<file path="config.mk">
export PLATFORM = sky130hd
export DESIGN_NAME = text_console
export DESIGN_NICKNAME = d
export VERILOG_FILES = /design/src/rtl/text_console.sv
export SDC_FILE = /design/constraint.sdc
export NUM_CORES = 1
export LEC_CHECK = 0
export BUFFER_PORTS_ARGS = -buffer_cell sky130_fd_sc_hd__buf_4
export CAP_MARGIN = 20
export CORE_MARGIN = 2
export CORE_UTILIZATION = 56
export CTS_CLUSTER_SIZE = 14
export DETAILED_ROUTE_END_ITERATION = 8
export HOLD_SLACK_MARGIN = 0.03
export PLACE_DENSITY = 0.79
export SETUP_SLACK_MARGIN = 0.15
export SLEW_MARGIN = 20
export SYNTH_ARGS = -nofsm -noshare
export SYNTH_HDL_FRONTEND = slang
export SYNTH_SLANG_ARGS = --single-unit
</file>
<file path="constraint.sdc">
create_clock -name clk -period 2.6 [get_ports clk]
set_input_delay 0.52 -clock clk [delete_from_list [all_inputs] [get_ports clk]]
set_output_delay 0.52 -clock clk [all_outputs]
set_load 0.02 [all_outputs]
</file>
<file path="src/rtl/text_console.sv">
// Character-stream terminal controller for a COLS x ROWS text display.
// Owns the VRAM write port, tracks the cursor and scrolls via a circular row offset.
module text_console #(
  parameter int          COLS  = 100,
  parameter int          ROWS  = 30,
  parameter logic [7:0]  BLANK = 8'h20,
  localparam int         COL_W = $clog2(COLS),
  localparam int         ROW_W = $clog2(ROWS)
) (
  input  logic             clk,
  input  logic             reset_n,
  input  logic             in_valid,
  output logic             in_ready,
  input  logic [7:0]       in_char,
  output logic             write_ce,
  output logic [ROW_W-1:0] write_row,
  output logic [COL_W-1:0] write_col,
  output logic [7:0]       write_data,
  output logic [ROW_W-1:0] scroll_row,
  output logic [ROW_W-1:0] cursor_row,
  output logic [COL_W-1:0] cursor_col,
  output logic             busy
);

  localparam logic [ROW_W:0]   ROWS_X   = ROWS[ROW_W:0];
  localparam logic [ROW_W-1:0] LAST_ROW = ROWS_X[ROW_W-1:0] - 1'b1;
  localparam logic [COL_W:0]   COLS_X   = COLS[COL_W:0];
  localparam logic [COL_W-1:0] LAST_COL = COLS_X[COL_W-1:0] - 1'b1;

  typedef enum logic [1:0] {
    CLEAR_ALL,
    IDLE,
    CLEAR_LINE
  } state_t;

  state_t           state, state_d;
  logic [ROW_W-1:0] clr_row, clr_row_d;
  logic [COL_W-1:0] clr_col, clr_col_d;
  logic [ROW_W-1:0] cursor_row_d, scroll_row_d;
  logic [COL_W-1:0] cursor_col_d;
  logic             write_ce_d;
  logic [ROW_W-1:0] write_row_d;
  logic [COL_W-1:0] write_col_d;
  logic [7:0]       write_data_d;
  logic             newline;

  // Logical-to-physical row mapping without needing a modulo operator.
  function automatic logic [ROW_W-1:0] phys_row(input logic [ROW_W-1:0] row,
                                                input logic [ROW_W-1:0] offs);
    logic [ROW_W:0] sum;
    sum = {1'b0, row} + {1'b0, offs};
    if (sum >= ROWS_X) sum = sum - ROWS_X;
    return sum[ROW_W-1:0];
  endfunction

  always_ff @(posedge clk or negedge reset_n) begin
    if (!reset_n) begin
      state      <= CLEAR_ALL;
      clr_row    <= '0;
      clr_col    <= '0;
      cursor_row <= '0;
      cursor_col <= '0;
      scroll_row <= '0;
      write_ce   <= 1'b0;
      write_row  <= '0;
      write_col  <= '0;
      write_data <= '0;
      in_ready   <= 1'b0;
      busy       <= 1'b1;
    end else begin
      state      <= state_d;
      clr_row    <= clr_row_d;
      clr_col    <= clr_col_d;
      cursor_row <= cursor_row_d;
      cursor_col <= cursor_col_d;
      scroll_row <= scroll_row_d;
      write_ce   <= write_ce_d;
      write_row  <= write_row_d;
      write_col  <= write_col_d;
      write_data <= write_data_d;
      in_ready   <= (state_d == IDLE);
      busy       <= (state_d != IDLE);
    end
  end

  always_comb begin
    state_d      = state;
    clr_row_d    = clr_row;
    clr_col_d    = clr_col;
    cursor_row_d = cursor_row;
    cursor_col_d = cursor_col;
    scroll_row_d = scroll_row;
    write_ce_d   = 1'b0;
    write_row_d  = write_row;
    write_col_d  = write_col;
    write_data_d = write_data;
    newline      = 1'b0;

    case (state)
      CLEAR_ALL: begin
        write_ce_d   = 1'b1;
        write_row_d  = clr_row;
        write_col_d  = clr_col;
        write_data_d = BLANK;
        if (clr_col == LAST_COL) begin
          clr_col_d = '0;
          if (clr_row == LAST_ROW) begin
            clr_row_d = '0;
            state_d   = IDLE;
          end else begin
            clr_row_d = clr_row + 1'b1;
          end
        end else begin
          clr_col_d = clr_col + 1'b1;
        end
      end

      IDLE: begin
        if (in_valid && in_ready) begin
          if (in_char >= 8'h20 && in_char != 8'h7F) begin
            write_ce_d   = 1'b1;
            write_row_d  = phys_row(cursor_row, scroll_row);
            write_col_d  = cursor_col;
            write_data_d = in_char;
            if (cursor_col == LAST_COL) begin
              cursor_col_d = '0;
              newline      = 1'b1;
            end else begin
              cursor_col_d = cursor_col + 1'b1;
            end
          end else if (in_char == 8'h0D) begin
            cursor_col_d = '0;
          end else if (in_char == 8'h0A) begin
            newline = 1'b1;
          end else if (in_char == 8'h08) begin
            if (cursor_col != '0) cursor_col_d = cursor_col - 1'b1;
          end

          // At the bottom line the oldest physical row is recycled as the new bottom line.
          if (newline) begin
            if (cursor_row != LAST_ROW) begin
              cursor_row_d = cursor_row + 1'b1;
            end else begin
              clr_row_d    = scroll_row;
              clr_col_d    = '0;
              scroll_row_d = (scroll_row == LAST_ROW) ? '0 : scroll_row + 1'b1;
              state_d      = CLEAR_LINE;
            end
          end
        end
      end

      CLEAR_LINE: begin
        write_ce_d   = 1'b1;
        write_row_d  = clr_row;
        write_col_d  = clr_col;
        write_data_d = BLANK;
        if (clr_col == LAST_COL) begin
          clr_col_d = '0;
          state_d   = IDLE;
        end else begin
          clr_col_d = clr_col + 1'b1;
        end
      end

      default: state_d = CLEAR_ALL;
    endcase
  end

endmodule

</file>
=== Yosys cells after proc, flatten, opt, wreduce, memory -nomap -nowiden ===
Index checks and enable logic that the tools add are counted.

* Add/sub/neg operators: 8
* Order comparisons: 2
* Equal/unequal tests: 19
* Multiplexer cells: 44
* Bitwise operators: 1
* Reductions and logical operators: 15

{| class="wikitable"
|+ Operators by type and width
! operator !! number
|-
| two-way mux 7 bit || 12
|-
| two-way mux 5 bit || 9
|-
| one-hot mux 7 bit (2 select lines) || 2
|-
| equality test 8 x 4 -> 1 bit (second input constant) || 3
|-
| one-hot mux 5 bit (2 select lines) || 2
|-
| two-way mux 8 bit || 2
|-
| one-hot mux 8 bit (2 select lines) || 1
|-
| adder 5 x 1 -> 5 bit (second input constant) || 3
|-
| adder 7 x 1 -> 7 bit (second input constant) || 2
|-
| equality test 7 bit (second input constant) || 2
|-
| two-way mux 2 bit || 6
|-
| AND reduction 4 bit || 3
|-
| equality test 5 bit (second input constant) || 2
|-
| != test 2 bit (second input constant) || 5
|-
| AND reduction 5 bit || 2
|-
| greater-or-equal comparator 8 x 6 -> 1 bit (second input constant) || 1
|-
| two-way mux 1 bit || 8
|-
| != test 8 x 7 -> 1 bit (second input constant) || 1
|-
| nonzero test 7 bit || 1
|-
| subtractor 7 x 1 -> 7 bit (second input constant) || 1
|-
| adder 5 x 5 -> 6 bit || 1
|-
| greater-or-equal comparator 6 x 5 -> 1 bit (second input constant) || 1
|-
| one-hot mux 2 bit (3 select lines) || 1
|-
| nonzero test 3 bit || 2
|-
| 13 further kinds || 16
|}

* Register bits after elaboration: 54
* Output and inout port bits: 40
* Word-level logic and storage cells: 101

=== Logic depth before layout (Yosys ltp) ===
* Depth after elaboration: 10
* Mapped depth: 9
* Depth with buffers taken out: 9

=== Worst setup path before layout ===
No wires, ideal clock.

* Path type: flip-flop to flip-flop
* Start: register scroll_row[0]
* End: register write_row[2]
* Arrival: 2.250 ns
* Required time: 2.470 ns
* Setup slack: 0.220 ns
* Stages on the path, launching flop included: 9
* Path buffers: 0
* Cells stage by stage: dfrtp_1 ha_1 inv_1 fa_1 xnor2_1 nand4_1 o21ai_0 mux2i_1 o21ai_0

* Cells in the longest elaborated chain, start to end: 6
* Elaborated cells between the ends (all ways): 7
* Those cells by class: 2 x add/sub; 1 x order compare; 4 x mux

{| class="wikitable"
|+ Ends and longest elaborated chain
! item !! line !! text
|-
| start: declaration || 19 || <nowiki>output logic [ROW_W-1:0] scroll_row,</nowiki>
|-
| start signal: assignment || 76 || <nowiki>scroll_row <= scroll_row_d;</nowiki>
|-
| adder 5 x 5 -> 6 bit (*) || 51 || <nowiki>sum = {1'b0, row} + {1'b0, offs};</nowiki>
|-
| subtractor 5 bit or greater-or-equal comparator 6 x 5 -> 1 bit (tied branches) || 52 || <nowiki>if (sum >= ROWS_X) sum = sum - ROWS_X;</nowiki>
|-
| two-way mux 5 bit (*) || 52 ||
|-
| two-way mux 5 bit (*) || 120 || <nowiki>if (in_char >= 8'h20 && in_char != 8'h7F) begin</nowiki>
|-
| two-way mux 5 bit (*) || 119 || <nowiki>if (in_valid && in_ready) begin</nowiki>
|-
| one-hot mux 5 bit (2 select lines) (*) || 99 || <nowiki>case (state)</nowiki>
|-
| end signal: assignment || 78 || <nowiki>write_row <= write_row_d;</nowiki>
|-
| end: declaration || 16 || <nowiki>output logic [ROW_W-1:0] write_row,</nowiki>
|}

Every way passes the cells marked *; elsewhere a longest branch is shown, timed or not. The select of a mux whose other input is x is not followed.
A chain may end at the register's enable or synchronous reset.

=== Final worst setup path ===
* Start: register cursor_row[0]
* End: register write_row[1]

* Cells in the longest elaborated chain, start to end: 6
* Elaborated cells between the ends (all ways): 7
* Those cells by class: 2 x add/sub; 1 x order compare; 4 x mux

{| class="wikitable"
|+ Ends and longest elaborated chain
! item !! line !! text
|-
| start: declaration || 20 || <nowiki>output logic [ROW_W-1:0] cursor_row,</nowiki>
|-
| start signal: assignment || 74 || <nowiki>cursor_row <= cursor_row_d;</nowiki>
|-
| adder 5 x 5 -> 6 bit (*) || 51 ||
|-
| subtractor 5 bit or greater-or-equal comparator 6 x 5 -> 1 bit (tied branches) || 52 ||
|-
| two-way mux 5 bit (*) || 52 ||
|-
| two-way mux 5 bit (*) || 120 ||
|-
| two-way mux 5 bit (*) || 119 ||
|-
| one-hot mux 5 bit (2 select lines) (*) || 99 ||
|}

Marked as above.

==> impl_metrics.py <==
metrics = {
    "outcome": {
        "outcome": "finished, final reports clean",
    },
    "power": {
        "switching_power_uw": 304,
        "netSwitchingFraction_pct": 22.1,
        "irDropWorstVdd_mv": 0.245,
        "power.leakage_uw": 0.00168,
        "p_int_uw": 1070,
        "p_seq_share_pct": 61.1,
        "clockPowerShare_pct": 35.4,
        "power_frac_comb_pct": 3.5,
        "power.density_nw_per_um2": 373,
    },
    "drt": {
        "dr.pass1.iters": 5,
        "ant_nets": 0,
        "detail_route.vias_per_cell": 5.97,
        "finalWirelength_microns": 7390,
        "wl_per_cell_microns": 16.5,
        "drtIter0Drc": 218,
        "drc_errors": 0,
        "via_count": 2675,
    },
    "timing": {
        "fin_crit_ps": 2320,
        "drv_slew": 0,
        "relSlewSlack_pct": 53.0,
        "setup_viol_count_final": 0,
        "fmaxAchievable_ghz": 0.432,
        "tightest_slew_ps": 701,
        "rsz0062_at_grt": "no",
        "skew_ps": 12.5,
        "layout_worst_path_cycle_share_pct": 89.1,
        "final_hold_viol_count": 0,
        "fin_tns_setup_ps": 0,
    },
    "grt": {
        "grt-ovfl-total": 0,
        "grt_pass1_wl_microns": 12400,
        "grt_start_max_net_pins": 55,
        "grt_antenna_before_repair": 0,
        "grt.total_usage_pct": 25.8,
        "grt_pass1_vias": 2495,
    },
    "cells_and_area": {
        "area_delta_synth_final_pct": 20.9,
        "layout-drive-gt1-share_pct": 23.3,
        "fillers": 391,
        "n_antenna_cell": 0,
        "fin_util_pct": 71.2,
        "final_nets": 405,
    },
    "setup_path": {
        "start_kind": "flop",
        "crit_fanout": 6,
        "cp_common_cell": "xnor2_1",
        "critical_path_class": "flop to flop",
        "crit_chain": "ha_1 > inv_1 > fa_1 > nand2b_1 > a21oi_1 > xnor2_1 > o21ai_0 > buf_4 > xnor2_1 > o221ai_2",
        "slowest_delay_ps": 440,
        "rrSetupSlack_ps": 280,
        "crit_required_ps": 2790,
        "cp-end-kind": "flop",
        "crit_path_top_delay_cell": "dfrtp_2",
        "crit_arrival_ps": 2500,
    },
    "yosys": {
        "synth-edff-count": 0,
        "synthesis.nets": 344,
        "ys_seq_area_share_pct": 44.4,
        "synthMuxAreaShare_pct": 1.85,
        "yosys_warnings": 0,
        "synth-main-ff-cell": "dfrtp_1",
        "ys_async_sr_fraction_pct": 100,
        "synthAdderAreaFrac_pct": 7.23,
        "synth.top_cell.area_share_pct": 43.5,
        "synth_area_leaders": "dfrtp_1, ha_1, o21ai_0",
        "synth_top_family_by_area": "compound AO/OA/AOI/OAI gates",
        "synth_area_sq_um": 3050,
        "synth_top_area_cell": "dfrtp_1",
        "synth_xor_area_share_pct": 2.59,
        "ys_types": 53,
        "ys_ff_latch": 54,
        "synth-simple-area-share_pct": 19.8,
        "synth_compound_area_share_pct": 20.9,
        "synthCells": 316,
        "syn_area_per_cell_sq_um": 9.64,
    },
    "floorplanning": {
        "rows": 26,
        "die_area_sq_um": 6040,
        "start_util_pct": 58.9,
        "ios": 51,
        "die_h_microns": 77.7,
        "core_sq_um": 5170,
        "fp.dieW_microns": 77.7,
    },
    "clock_tree": {
        "clk_path_buf_depth": 2,
        "path_clk_slew_ps": 100,
        "hold_buffers": 0,
        "cts_htree_levels": 2,
        "insertion_delay_ps": 310,
        "cts_sinks": 54,
        "cts_tree": "done",
        "root_buffer": "clkbuf_8",
        "numCtsBuffers": 5,
    },
    "job": {
        "maxCapViolations": 0,
    },
    "placed_design": {
        "dpl.hpwl_microns": 5320,
        "gp_congestion": 0.881,
        "numPortBuffers": 50,
    },
    "min_path": {
        "hold_class": "input port to asynchronous set/reset pin",
    },
}
-- cells in the final DEF, fill, tap and decap left out, types with 3 or more instances in the layout --
cell type and count:
buf_4 63, o31ai_1 9, mux2i_1 3, a31oi_1 6
and3_2 3, a221o_1 5, clkbuf_8 6, nand4_1 5
ha_1 16, a22oi_1 4, a21oi_1 13, a22o_1 8
nand3_1 13, nor3_1 11, o21ai_0 22, nor2_1 18
nor2b_1 10, o22ai_1 7, inv_1 17, dfrtp_1 51
xnor2_1 6, and3_1 8, nand2_1 29
-- layer usage --
metal / vias to the layer above / GRT usage, % / wire length, microns
met4: 0 / 6.43 / 51
met5: - / 0 / 0
met3: 7 / 3.37 / 432
met1: 1278 / 38.3 / 3330
met2: 95 / 40.3 / 3580
li1: 1295 / - / -
-- layout make-up --
cell class	count	area (sq um)	share of cell area (%)
clock buffers	6	82.6	2.24
clock inverters	2	12.5	0.340
inverters	17	63.8	1.73
multi-input cells	236	1610	43.7
flip-flops and latches	54	1360	36.8
well taps	70	87.6	2.38
repair buffers	63	473	12.8
-- worst max-delay path, delay by kind of cell, from the launching register on --
family | cells | cell delay [ps]
and+or+nand+nor | 1 | 160
xor gates and xnor gates | 2 | 390
DFF | 1 | 440
adders and majority gates | 2 | 600
buffers and inverters | 2 | 210
AOI/OAI and AO/OA | 3 | 410
-- through the flow --
step | worst slack, ps | hold slack, ps | cell area, sq um | power [uW] | cells
after floorplan | 220 | 224 | 3050 | 868 | 316
after global placement | 262 | 483 | 3560 | 903 | 438
after detailed placement | 215 | 484 | 3560 | 904 | 438
after CTS | 226 | 262 | 3650 | 1380 | 446
after global routing | 153 | 295 | 3680 | 1430 | 448
final | 283 | 237 | 3680 | 1370 | 448
-- flip-flops by register name, summed over array words and instances (netlist names), 5 cells and up --
signal / count
scroll_row: 5
cursor_row: 5
write_row: 5
clr_row: 5
write_data: 8
write_col: 7
clr_col: 7
cursor_col: 7
-- timing repair --
action | 4_1_cts | 5_1_grt
buffers inserted | 0 | 2
setup endpoints to repair | 0 | 2
resized for setup | 0 | 4
-- power by group through the flow --
stage               clock network (uW)  registers (uW)  logic, uW
CTS                                492             839       49.0
floorplan                            0             856       11.6
global placement                     0             856       47.2
detailed placement                   0             856       48.5
finish                             486             839       48.7
global route                       531             839       54.4
-- path summary, 6_finish.rpt --
path	start	endpoint	cells past startpoint
worst max register to register	cursor_row[0]	write_row[1]	10
max in group asynchronous	reset_n	cursor_row[0]	1
worst min-delay path	reset_n	scroll_row[4]	1
worst max-delay path	cursor_row[0]	write_row[1]	10
worst min register to register	write_col[0]	write_col[0]	2
min in group clk	in_char[3]	write_data[3]	2
-- cells in the mapped netlist, drive strengths merged (8+ instances only) --
cell,instances
nor3,13
a21oi,13
ha,16
o31ai,10
dfrtp,53
inv,17
a22o,8
and3,11
o21ai,23
nand2,29
nor2b,10
clkbuf,8
nand3,14
nor2,18
-- kinds of logic after synthesis --
logic type / after synthesis
AND/OR/NAND/NOR: 112
AO/OA/AOI/OAI: 93
flip-flops: 54
XOR/XNOR: 9
buffers and inverters: 26
multiplexers: 5
adder cells (fa/ha/maj): 17
No activity file was read; power rests on OpenSTA's default activity.
